--- config.mk ---
export PLATFORM = sky130hd
export DESIGN_NAME = axil_reg_ctrl_flat
export DESIGN_NICKNAME = d
export VERILOG_FILES = /design/src/rtl/axil_reg_ctrl_if.sv /design/src/rtl/axil_reg_ctrl.sv /design/src/flat_wrapper.sv
export SDC_FILE = /design/constraint.sdc
export NUM_CORES = 1
export LEC_CHECK = 0
export BUFFER_PORTS_ARGS = -buffer_cell sky130_fd_sc_hd__buf_2
export CAP_MARGIN = 40
export CORE_MARGIN = 4
export CORE_UTILIZATION = 34
export DETAILED_ROUTE_END_ITERATION = 12
export GPL_TIMING_DRIVEN = 0
export PLACE_DENSITY = 0.6
export SYNTH_ARGS = -nofsm -noshare
export SYNTH_HDL_FRONTEND = slang
export SYNTH_SLANG_ARGS = --single-unit
--- constraint.sdc ---
create_clock -name clk -period 1.75 [get_ports clk]
set_clock_uncertainty 0.1 [all_clocks]
set_input_delay 0.525 -clock clk [delete_from_list [all_inputs] [get_ports clk]]
set_output_delay 0.525 -clock clk [all_outputs]
set_load 0.01 [all_outputs]
--- src/rtl/axil_reg_ctrl_if.sv ---
// AXI4-Lite channel bundle between a bus master and the register-bank front-end.
// The slave modport is the view taken by axil_reg_ctrl.
interface axil_reg_ctrl_if #(
    parameter int ADDR_WIDTH = 4,
    parameter int DATA_WIDTH = 32
);
    logic [ADDR_WIDTH-1:0]   s_axi_awaddr;
    logic                    s_axi_awvalid;
    logic                    s_axi_awready;
    logic [DATA_WIDTH-1:0]   s_axi_wdata;
    logic [DATA_WIDTH/8-1:0] s_axi_wstrb;
    logic                    s_axi_wvalid;
    logic                    s_axi_wready;
    logic [1:0]              s_axi_bresp;
    logic                    s_axi_bvalid;
    logic                    s_axi_bready;
    logic [ADDR_WIDTH-1:0]   s_axi_araddr;
    logic                    s_axi_arvalid;
    logic                    s_axi_arready;
    logic [DATA_WIDTH-1:0]   s_axi_rdata;
    logic [1:0]              s_axi_rresp;
    logic                    s_axi_rvalid;
    logic                    s_axi_rready;

    modport slave (
        input  s_axi_awaddr, s_axi_awvalid, s_axi_wdata, s_axi_wstrb, s_axi_wvalid,
        input  s_axi_bready, s_axi_araddr, s_axi_arvalid, s_axi_rready,
        output s_axi_awready, s_axi_wready, s_axi_bresp, s_axi_bvalid,
        output s_axi_arready, s_axi_rdata, s_axi_rresp, s_axi_rvalid
    );

    modport master (
        output s_axi_awaddr, s_axi_awvalid, s_axi_wdata, s_axi_wstrb, s_axi_wvalid,
        output s_axi_bready, s_axi_araddr, s_axi_arvalid, s_axi_rready,
        input  s_axi_awready, s_axi_wready, s_axi_bresp, s_axi_bvalid,
        input  s_axi_arready, s_axi_rdata, s_axi_rresp, s_axi_rvalid
    );
endinterface

--- src/rtl/axil_reg_ctrl.sv ---
// AXI4-Lite slave front-end: captures AW/W/AR independently and serialises one
// access at a time onto the register bank, round-robin between reads and writes.
module axil_reg_ctrl #(
    parameter int ADDR_WIDTH = 4,
    parameter int DATA_WIDTH = 32
) (
    input  logic                    clk,
    input  logic                    rst_n,
    axil_reg_ctrl_if.slave          s_axi,
    output logic                    bank_wr_en,
    output logic [ADDR_WIDTH-1:0]   bank_wr_addr,
    output logic [DATA_WIDTH-1:0]   bank_wr_data,
    output logic [DATA_WIDTH/8-1:0] bank_wr_strb,
    output logic                    bank_rd_en,
    output logic [ADDR_WIDTH-1:0]   bank_rd_addr,
    input  logic [DATA_WIDTH-1:0]   bank_rd_data,
    input  logic                    bank_rd_valid
);
    localparam int STRB_WIDTH = DATA_WIDTH / 8;
    localparam logic [1:0] RESP_OKAY   = 2'b00;
    localparam logic [1:0] RESP_SLVERR = 2'b10;

    typedef enum logic [2:0] {IDLE, WR_EXEC, WR_RESP, RD_EXEC, RD_WAIT, RD_RESP} state_t;
    typedef enum logic {GNT_WR, GNT_RD} grant_t;

    state_t                  state_q, state_d;
    grant_t                  last_grant_q, last_grant_d;
    logic                    aw_full_q, w_full_q, ar_full_q;
    logic [ADDR_WIDTH-1:0]   awaddr_q, araddr_q;
    logic [DATA_WIDTH-1:0]   wdata_q;
    logic [STRB_WIDTH-1:0]   wstrb_q;
    logic [1:0]              bresp_q, rresp_q;
    logic [DATA_WIDTH-1:0]   rdata_q;
    logic [ADDR_WIDTH-1:0]   bank_wr_addr_q, bank_rd_addr_q;
    logic [DATA_WIDTH-1:0]   bank_wr_data_q;
    logic [STRB_WIDTH-1:0]   bank_wr_strb_q;

    logic aw_hs, w_hs, ar_hs, b_hs, r_hs;
    logic bvalid, rvalid, wr_req, rd_req, grant_wr, grant_rd;
    logic wr_aligned, rd_aligned;

    assign bvalid     = (state_q == WR_RESP);
    assign rvalid     = (state_q == RD_RESP);
    assign aw_hs      = s_axi.s_axi_awvalid & ~aw_full_q;
    assign w_hs       = s_axi.s_axi_wvalid & ~w_full_q;
    assign ar_hs      = s_axi.s_axi_arvalid & ~ar_full_q;
    assign b_hs       = bvalid & s_axi.s_axi_bready;
    assign r_hs       = rvalid & s_axi.s_axi_rready;
    assign wr_req     = aw_full_q & w_full_q & ~bvalid;
    assign rd_req     = ar_full_q & ~rvalid;
    assign wr_aligned = (awaddr_q[1:0] == 2'b00);
    assign rd_aligned = (araddr_q[1:0] == 2'b00);

    // On a tie the side that did not win last time gets the bank.
    assign grant_wr = (state_q == IDLE) & wr_req & (~rd_req | (last_grant_q == GNT_RD));
    assign grant_rd = (state_q == IDLE) & rd_req & ~grant_wr;

    always_ff @(posedge clk or negedge rst_n) begin
        if (!rst_n) begin
            aw_full_q <= 1'b0;
            w_full_q  <= 1'b0;
            ar_full_q <= 1'b0;
            awaddr_q  <= '0;
            wdata_q   <= '0;
            wstrb_q   <= '0;
            araddr_q  <= '0;
        end else begin
            if (aw_hs) begin
                awaddr_q  <= s_axi.s_axi_awaddr;
                aw_full_q <= 1'b1;
            end else if (b_hs) begin
                aw_full_q <= 1'b0;
            end
            if (w_hs) begin
                wdata_q  <= s_axi.s_axi_wdata;
                wstrb_q  <= s_axi.s_axi_wstrb;
                w_full_q <= 1'b1;
            end else if (b_hs) begin
                w_full_q <= 1'b0;
            end
            if (ar_hs) begin
                araddr_q  <= s_axi.s_axi_araddr;
                ar_full_q <= 1'b1;
            end else if (r_hs) begin
                ar_full_q <= 1'b0;
            end
        end
    end

    always_ff @(posedge clk or negedge rst_n) begin
        if (!rst_n) begin
            state_q      <= IDLE;
            last_grant_q <= GNT_RD;
        end else begin
            state_q      <= state_d;
            last_grant_q <= last_grant_d;
        end
    end

    always_comb begin
        state_d      = state_q;
        last_grant_d = last_grant_q;
        case (state_q)
            IDLE: begin
                if (grant_wr) begin
                    last_grant_d = GNT_WR;
                    state_d      = wr_aligned ? WR_EXEC : WR_RESP;
                end else if (grant_rd) begin
                    last_grant_d = GNT_RD;
                    state_d      = rd_aligned ? RD_EXEC : RD_RESP;
                end
            end
            WR_EXEC: state_d = WR_RESP;
            WR_RESP: if (s_axi.s_axi_bready) state_d = IDLE;
            RD_EXEC: state_d = RD_WAIT;
            RD_WAIT: if (bank_rd_valid) state_d = RD_RESP;
            RD_RESP: if (s_axi.s_axi_rready) state_d = IDLE;
            default: state_d = IDLE;
        endcase
    end

    // Response and bank-side registers only move at grant / bank return, so they
    // stay stable through backpressure and hold their last value while idle.
    always_ff @(posedge clk or negedge rst_n) begin
        if (!rst_n) begin
            bresp_q        <= RESP_OKAY;
            rresp_q        <= RESP_OKAY;
            rdata_q        <= '0;
            bank_wr_addr_q <= '0;
            bank_wr_data_q <= '0;
            bank_wr_strb_q <= '0;
            bank_rd_addr_q <= '0;
        end else begin
            if (grant_wr) begin
                bresp_q <= wr_aligned ? RESP_OKAY : RESP_SLVERR;
                if (wr_aligned) begin
                    bank_wr_addr_q <= awaddr_q;
                    bank_wr_data_q <= wdata_q;
                    bank_wr_strb_q <= wstrb_q;
                end
            end
            if (grant_rd) begin
                rresp_q <= rd_aligned ? RESP_OKAY : RESP_SLVERR;
                if (rd_aligned) begin
                    bank_rd_addr_q <= araddr_q;
                end else begin
                    rdata_q <= '0;
                end
            end
            if ((state_q == RD_WAIT) && bank_rd_valid) begin
                rdata_q <= bank_rd_data;
            end
        end
    end

    assign s_axi.s_axi_awready = ~aw_full_q;
    assign s_axi.s_axi_wready  = ~w_full_q;
    assign s_axi.s_axi_arready = ~ar_full_q;
    assign s_axi.s_axi_bvalid  = bvalid;
    assign s_axi.s_axi_bresp   = bresp_q;
    assign s_axi.s_axi_rvalid  = rvalid;
    assign s_axi.s_axi_rresp   = rresp_q;
    assign s_axi.s_axi_rdata   = rdata_q;

    assign bank_wr_en   = (state_q == WR_EXEC);
    assign bank_rd_en   = (state_q == RD_EXEC);
    assign bank_wr_addr = bank_wr_addr_q;
    assign bank_wr_data = bank_wr_data_q;
    assign bank_wr_strb = bank_wr_strb_q;
    assign bank_rd_addr = bank_rd_addr_q;
endmodule

--- src/flat_wrapper.sv ---
// flat-port wrapper written by rule: the top's interface ports become plain ports
module axil_reg_ctrl_flat 
#(
    parameter int ADDR_WIDTH = 4,
    parameter int DATA_WIDTH = 32
)
  (clk, rst_n, bank_wr_en, bank_wr_addr, bank_wr_data, bank_wr_strb, bank_rd_en, bank_rd_addr, bank_rd_data, bank_rd_valid, s_axi_s_axi_awaddr, s_axi_s_axi_awvalid, s_axi_s_axi_wdata, s_axi_s_axi_wstrb, s_axi_s_axi_wvalid, s_axi_s_axi_bready, s_axi_s_axi_araddr, s_axi_s_axi_arvalid, s_axi_s_axi_rready, s_axi_s_axi_awready, s_axi_s_axi_wready, s_axi_s_axi_bresp, s_axi_s_axi_bvalid, s_axi_s_axi_arready, s_axi_s_axi_rdata, s_axi_s_axi_rresp, s_axi_s_axi_rvalid);
  axil_reg_ctrl_if #(.ADDR_WIDTH(ADDR_WIDTH), .DATA_WIDTH(DATA_WIDTH)) s_axi_i ();
  input  logic clk;
  input  logic rst_n;
  output logic bank_wr_en;
  output logic [ADDR_WIDTH-1:0] bank_wr_addr;
  output logic [DATA_WIDTH-1:0] bank_wr_data;
  output logic [DATA_WIDTH/8-1:0] bank_wr_strb;
  output logic bank_rd_en;
  output logic [ADDR_WIDTH-1:0] bank_rd_addr;
  input  logic [DATA_WIDTH-1:0] bank_rd_data;
  input  logic bank_rd_valid;
  input wire logic [$bits(s_axi_i.s_axi_awaddr)-1:0] s_axi_s_axi_awaddr;
  input wire logic [$bits(s_axi_i.s_axi_awvalid)-1:0] s_axi_s_axi_awvalid;
  input wire logic [$bits(s_axi_i.s_axi_wdata)-1:0] s_axi_s_axi_wdata;
  input wire logic [$bits(s_axi_i.s_axi_wstrb)-1:0] s_axi_s_axi_wstrb;
  input wire logic [$bits(s_axi_i.s_axi_wvalid)-1:0] s_axi_s_axi_wvalid;
  input wire logic [$bits(s_axi_i.s_axi_bready)-1:0] s_axi_s_axi_bready;
  input wire logic [$bits(s_axi_i.s_axi_araddr)-1:0] s_axi_s_axi_araddr;
  input wire logic [$bits(s_axi_i.s_axi_arvalid)-1:0] s_axi_s_axi_arvalid;
  input wire logic [$bits(s_axi_i.s_axi_rready)-1:0] s_axi_s_axi_rready;
  output wire logic [$bits(s_axi_i.s_axi_awready)-1:0] s_axi_s_axi_awready;
  output wire logic [$bits(s_axi_i.s_axi_wready)-1:0] s_axi_s_axi_wready;
  output wire logic [$bits(s_axi_i.s_axi_bresp)-1:0] s_axi_s_axi_bresp;
  output wire logic [$bits(s_axi_i.s_axi_bvalid)-1:0] s_axi_s_axi_bvalid;
  output wire logic [$bits(s_axi_i.s_axi_arready)-1:0] s_axi_s_axi_arready;
  output wire logic [$bits(s_axi_i.s_axi_rdata)-1:0] s_axi_s_axi_rdata;
  output wire logic [$bits(s_axi_i.s_axi_rresp)-1:0] s_axi_s_axi_rresp;
  output wire logic [$bits(s_axi_i.s_axi_rvalid)-1:0] s_axi_s_axi_rvalid;
  assign s_axi_i.s_axi_awaddr = s_axi_s_axi_awaddr;
  assign s_axi_i.s_axi_awvalid = s_axi_s_axi_awvalid;
  assign s_axi_i.s_axi_wdata = s_axi_s_axi_wdata;
  assign s_axi_i.s_axi_wstrb = s_axi_s_axi_wstrb;
  assign s_axi_i.s_axi_wvalid = s_axi_s_axi_wvalid;
  assign s_axi_i.s_axi_bready = s_axi_s_axi_bready;
  assign s_axi_i.s_axi_araddr = s_axi_s_axi_araddr;
  assign s_axi_i.s_axi_arvalid = s_axi_s_axi_arvalid;
  assign s_axi_i.s_axi_rready = s_axi_s_axi_rready;
  assign s_axi_s_axi_awready = s_axi_i.s_axi_awready;
  assign s_axi_s_axi_wready = s_axi_i.s_axi_wready;
  assign s_axi_s_axi_bresp = s_axi_i.s_axi_bresp;
  assign s_axi_s_axi_bvalid = s_axi_i.s_axi_bvalid;
  assign s_axi_s_axi_arready = s_axi_i.s_axi_arready;
  assign s_axi_s_axi_rdata = s_axi_i.s_axi_rdata;
  assign s_axi_s_axi_rresp = s_axi_i.s_axi_rresp;
  assign s_axi_s_axi_rvalid = s_axi_i.s_axi_rvalid;
  axil_reg_ctrl #(.ADDR_WIDTH(ADDR_WIDTH), .DATA_WIDTH(DATA_WIDTH)) u_core (.clk(clk), .rst_n(rst_n), .s_axi(s_axi_i), .bank_wr_en(bank_wr_en), .bank_wr_addr(bank_wr_addr), .bank_wr_data(bank_wr_data), .bank_wr_strb(bank_wr_strb), .bank_rd_en(bank_rd_en), .bank_rd_addr(bank_rd_addr), .bank_rd_data(bank_rd_data), .bank_rd_valid(bank_rd_valid));
endmodule
; ---- Yosys cells after proc, flatten, opt, wreduce, memory -nomap -nowiden
; Cells that the tools add are included.
[classes]
n_reduce_logical = 14
n_bitwise = 20
n_eq_ne = 10
n_mux = 20
[ops]
columns = operator, count
row1 = $mux W32, 3
row2 = $mux W3, 6
row3 = $pmux W3 S6, 1
row4 = $and A1 B1 Y1, 12
row5 = $reduce_bool A2 Y1, 5
row6 = $ne A2 B2 Y1 const B, 4
row7 = $reduce_and A2 Y1, 4
row8 = $mux W1, 7
row9 = $not A1 Y1, 7
row10 = $eq A3 B2 Y1 const B, 2
row11 = $eq A3 B3 Y1 const B, 2
row12 = $mux W2, 3
row13 = $logic_not A2 Y1, 2
row14 = $reduce_and A4 Y1, 1
row15 = $eq A3 B1 Y1 const B, 1
row16 = $logic_not A3 Y1, 1
row17 = $ne A3 B1 Y1 const B, 1
row18 = $logic_and A1 B1 Y1, 1
row19 = $or A1 B1 Y1, 1
[totals]
out_inout_bits = 87
regBits = 131
word_cells = 80

; ---- Depth between registers and ports, before layout
[depth]
word_depth = 11
mapped_depth = 7
ltp_nobuf = 4

; ---- Worst setup path after synthesis
; Ideal clock, no wire load.
[synth_path]
path_kind = in2reg
start = input s_axi_s_axi_wvalid
end = register u_core.wdata_q[10]
required_ps = 1525
stages = 4
t_arrival_ps = 1538
slack_ps = -13
setup_time_ps = 125
n_path_buf = 2
cell_sequence = nor2b_1 -> clkbuf_1 -> buf_2 -> mux2_2
[synth_via]
elab_chain_cells = 1
[synth_lines]
columns = element, line_no
row1 = start: declaration, flat_wrapper.sv:23  ; input wire logic [$bits(s_axi_i.s_axi_wvalid)-1:0] s_axi_s_axi_wvalid;
row2 = $and A1 B1 Y1, axil_reg_ctrl.sv:45  ; assign w_hs = s_axi.s_axi_wvalid & ~w_full_q;
row3 = end signal: assignment, axil_reg_ctrl.sv:75  ; wdata_q <= s_axi.s_axi_wdata;
row4 = end: declaration, axil_reg_ctrl.sv:30  ; logic [DATA_WIDTH-1:0] wdata_q;
; No other way between the ends.
; A chain may end at the register's enable or synchronous reset.

; ---- Worst setup path in the final report
[layout_path]
start = register u_core.state_q[1]
end = output bank_rd_en
[layout_via]
elab_chain_cells = 1
[layout_lines]
columns = element, line_no
row1 = start: declaration, axil_reg_ctrl.sv:26  ; state_t state_q, state_d;
row2 = start signal: assignment, axil_reg_ctrl.sv:95  ; state_q <= state_d;
row3 = $eq A3 B2 Y1, axil_reg_ctrl.sv:166  ; assign bank_rd_en = (state_q == RD_EXEC);
row4 = end: declaration, flat_wrapper.sv:15  ; output logic bank_rd_en;
; No other way between the ends.

==> qor.csv <==
stage,metric,value,unit
floorplan,core,14800,um^2
route,viasPerCell,4.57,
pwr,combPwrFrac,35.8,%
yosys,synth_cell_types,32,
global_routing,overflow,0,
clock_network,clockBufferDepth,2,
yosys,ys_warn_count,0,
pwr,peakVddDrop,0.000966,V
clock_network,clk_latency,410,ps
critical_path,cp-end-kind,output pin,
sta,tightest_slew,591,ps
global_routing,grt_pass1_wl,19700,um
floorplan,fp.dieW,132,um
floorplan,num_rows,44,
global_routing,grt_pass1_vias,3823,
clock_network,cts_made_buffers,17,
sta,maxSlewViolCount,0,
placed_design,pre_cts_slack,-206,ps
pwr,p_sw_share,31.2,%
pwr,pwr-share-seq,38.8,%
clock_network,cts_tree,yes,
final_layout,syn2layout_area_growth,39.3,%
sta,setup_violations,45,
sta,final_hold_viol_count,5,
yosys,syn_area_per_cell,13.3,um^2
final_layout,insertedDiodeCount,0,
route,antenna_left,0,
placed_design,port_buffers,168,
status,status,"finished, violations left",
floorplan,die_area,17300,um^2
pwr,switchingPower,4.18,mW
sta,hold_slack,-8.69,ps
sta,fmax,510,MHz
route,dr.pass1.iters,4,
route,wl_per_cell,15.2,um
status,failed_checks,"negative hold slack, negative setup slack",
min_path,hold_path.class,primary input to asynchronous set/reset pin,
pwr,power_density,1860,nW/um^2
floorplan,ios,171,
floorplan,start_util,35.2,%
route,drc,0,
clock_network,cts_max_level,4,
yosys,synth_cells,389,
sta,slew_headroom,60.6,%
critical_path,critPathKind,flip-flop to output pin,
pwr,p_clk_share,25.5,%
placed_design,dpl.hpwl,8410,um
global_routing,grt.total_usage,14.1,%
final_layout,drive_gt1_share,55.4,%
yosys,ys_ff_latch,129,
route,drt-total-wl,12000,um
sta,min_period,1960,ps
sta,rsz0062_at_grt,true,
clock_network,clk_pin_slew,60,ps
clock_network,cts-root-buf,clkbuf_16,
critical_path,start_kind,flip-flop,
global_routing,grt_antenna_before_repair,1,
yosys,seq_area_frac_synth,62.3,%
job,maxCapViolCount,0,
clock_network,cts.sinks,129,
critical_path,arrival,1330,ps
placed_design,gp_congestion,0.803,
sta,fin_ws,-210,ps
global_routing,grt_max_degree,69,
yosys,synth.cell_area,5190,um^2
route,drt-initial-drc-count,115,
final_layout,nFillCells,1326,
floorplan,die_height,132,um
route,via_count,3607,
critical_path,required,1120,ps
critical_path,crit_path_max_fanout,6,
pwr,p_int,9.24,mW
sta,post-route-period-util,112,%
clock_network,ctsHoldBuffers,0,
final_layout,nets,677,
pwr,p_leak,3.73,nW
area by class of cell:
| class | count | area (um^2) | area share [%] |
|---|---|---|---|
| tap | 184 | 230 | 3.19 |
| clock inverter | 10 | 113 | 1.56 |
| multi-input combinational | 233 | 1850 | 25.6 |
| timing repair buffer | 187 | 1130 | 15.6 |
| inverter | 5 | 18.8 | 0.260 |
| clock buffer | 22 | 464 | 6.43 |
| buffer | 20 | 190 | 2.63 |
| sequential | 129 | 3230 | 44.8 |
power by group through the flow:
stage          Clock, mW  Combinational, mW  Sequential, mW
3_3_place_gp           0               4.29            5.14
3_5_place_dp           0               4.39            5.21
2_1_floorplan          0               2.48            5.46
4_1_cts             3.51               4.72            5.20
5_1_grt             3.66               5.27            5.40
6_report            3.42               4.80            5.20
layout by cell type, fill, tap and decap left out, drive strengths merged, types with 3 or more instances in the layout:
master / synthesis / routed
buf: 15 / 198
dfrtp: 128 / 128
mux2: 84 / 84
nand2: 71 / 71
o21ai: 33 / 33
clkbuf: 8 / 31
nor2: 8 / 8
nor2b: 8 / 8
clkinv: 0 / 6
inv: 5 / 5
a21oi: 4 / 4
and2: 4 / 4
o21a: 3 / 3
nor3b: 3 / 3
flip-flops by register name (all words and copies together) (netlist names):
signal	cells
u_core.ar_full_q	1
u_core.araddr_q	4
u_core.aw_full_q	1
u_core.awaddr_q	4
u_core.bank_rd_addr	4
u_core.bank_wr_addr	4
u_core.bank_wr_data	32
u_core.bank_wr_strb	4
u_core.last_grant_q	1
u_core.s_axi.s_axi_bresp	1
u_core.s_axi.s_axi_rdata	32
u_core.s_axi.s_axi_rresp	1
u_core.state_q	3
u_core.w_full_q	1
u_core.wdata_q	32
u_core.wstrb_q	4
cells by family after synthesis:
logic type / count (synthesis) / share of synthesized area [%]
and+or+nand+nor: 101 / 8.88
AOI/OAI and AO/OA: 46 / 4.85
DFF: 129 / 62.3
other: 1 / 0.0723
buffers and inverters: 28 / 3.02
muxes: 84 / 20.9
timing repair:
item	in CTS	in global routing
gates resized for setup	27	28
cloned	2	2
pin swaps	2	3
endpoints found under the setup margin	104	106
setup buffers	10	5
per-stage QoR:
stage	TNS, ps	utilization (%)	cell area [um^2]	instances	power [mW]
floorplan	0	-	5190	390	7.94
global placement	-220750	42.4	6260	742	9.43
detailed placement	-17500	42.7	6300	743	9.61
CTS	-7300	48.2	7110	787	13.4
global route	-11510	49.0	7220	790	14.3
finish	-7710	49.0	7220	790	13.4
metal layers:
metal  global-route usage [%]  vias up  part of all wire [%]
li1                         -     1718                     -
met1                     16.9     1740                    43
met2                     21.9      135                    46
met3                     7.45       12                    10
met4                     4.55        2                   1.1
met5                        0        -                  0.11
cells in the mapped netlist (all sizes together):
master | number | area, um^2
dfrtp | 128 | 3200
mux2 | 84 | 1080
nand2 | 71 | 269
o21ai | 33 | 165
buf | 15 | 108
clkbuf | 8 | 30.0
nor2 | 8 | 30.0
nor2b | 8 | 50.1
inv | 5 | 18.8
a21oi | 4 | 20.0
and2 | 4 | 25.0
nor3b | 3 | 33.8
o21a | 3 | 22.5
a21o | 2 | 15.0
and3 | 2 | 12.5
nand3 | 2 | 10.0
nor3 | 2 | 21.3
a31oi | 1 | 6.26
a32oi | 1 | 8.76
and3b | 1 | 8.76
conb | 1 | 3.75
dfstp | 1 | 26.3
o21bai | 1 | 7.51
o22ai | 1 | 6.26
worst max-delay path, stage by stage, from the launching register on:
cell	delay, ps
dfrtp_2	470
buf_6	140
and3b_1	180
buf_2	140
path summary, 6_finish.rpt:
kind,from,to,slack [ps],depth (start not counted)
max,u_core.state_q[1],bank_rd_en,-210,3
min,rst_n,u_core.wdata_q[21],-9,1
max reg2reg,u_core.state_q[1],u_core.bank_wr_data[1],-200,6
min reg2reg,u_core.bank_rd_addr[0],u_core.bank_rd_addr[0],390,1
max in group asynchronous,rst_n,u_core.s_axi.s_axi_rdata[19],830,2
min in group clk,bank_rd_data[28],u_core.s_axi.s_axi_rdata[28],230,3
No activity file was read; power rests on OpenSTA's default activity.
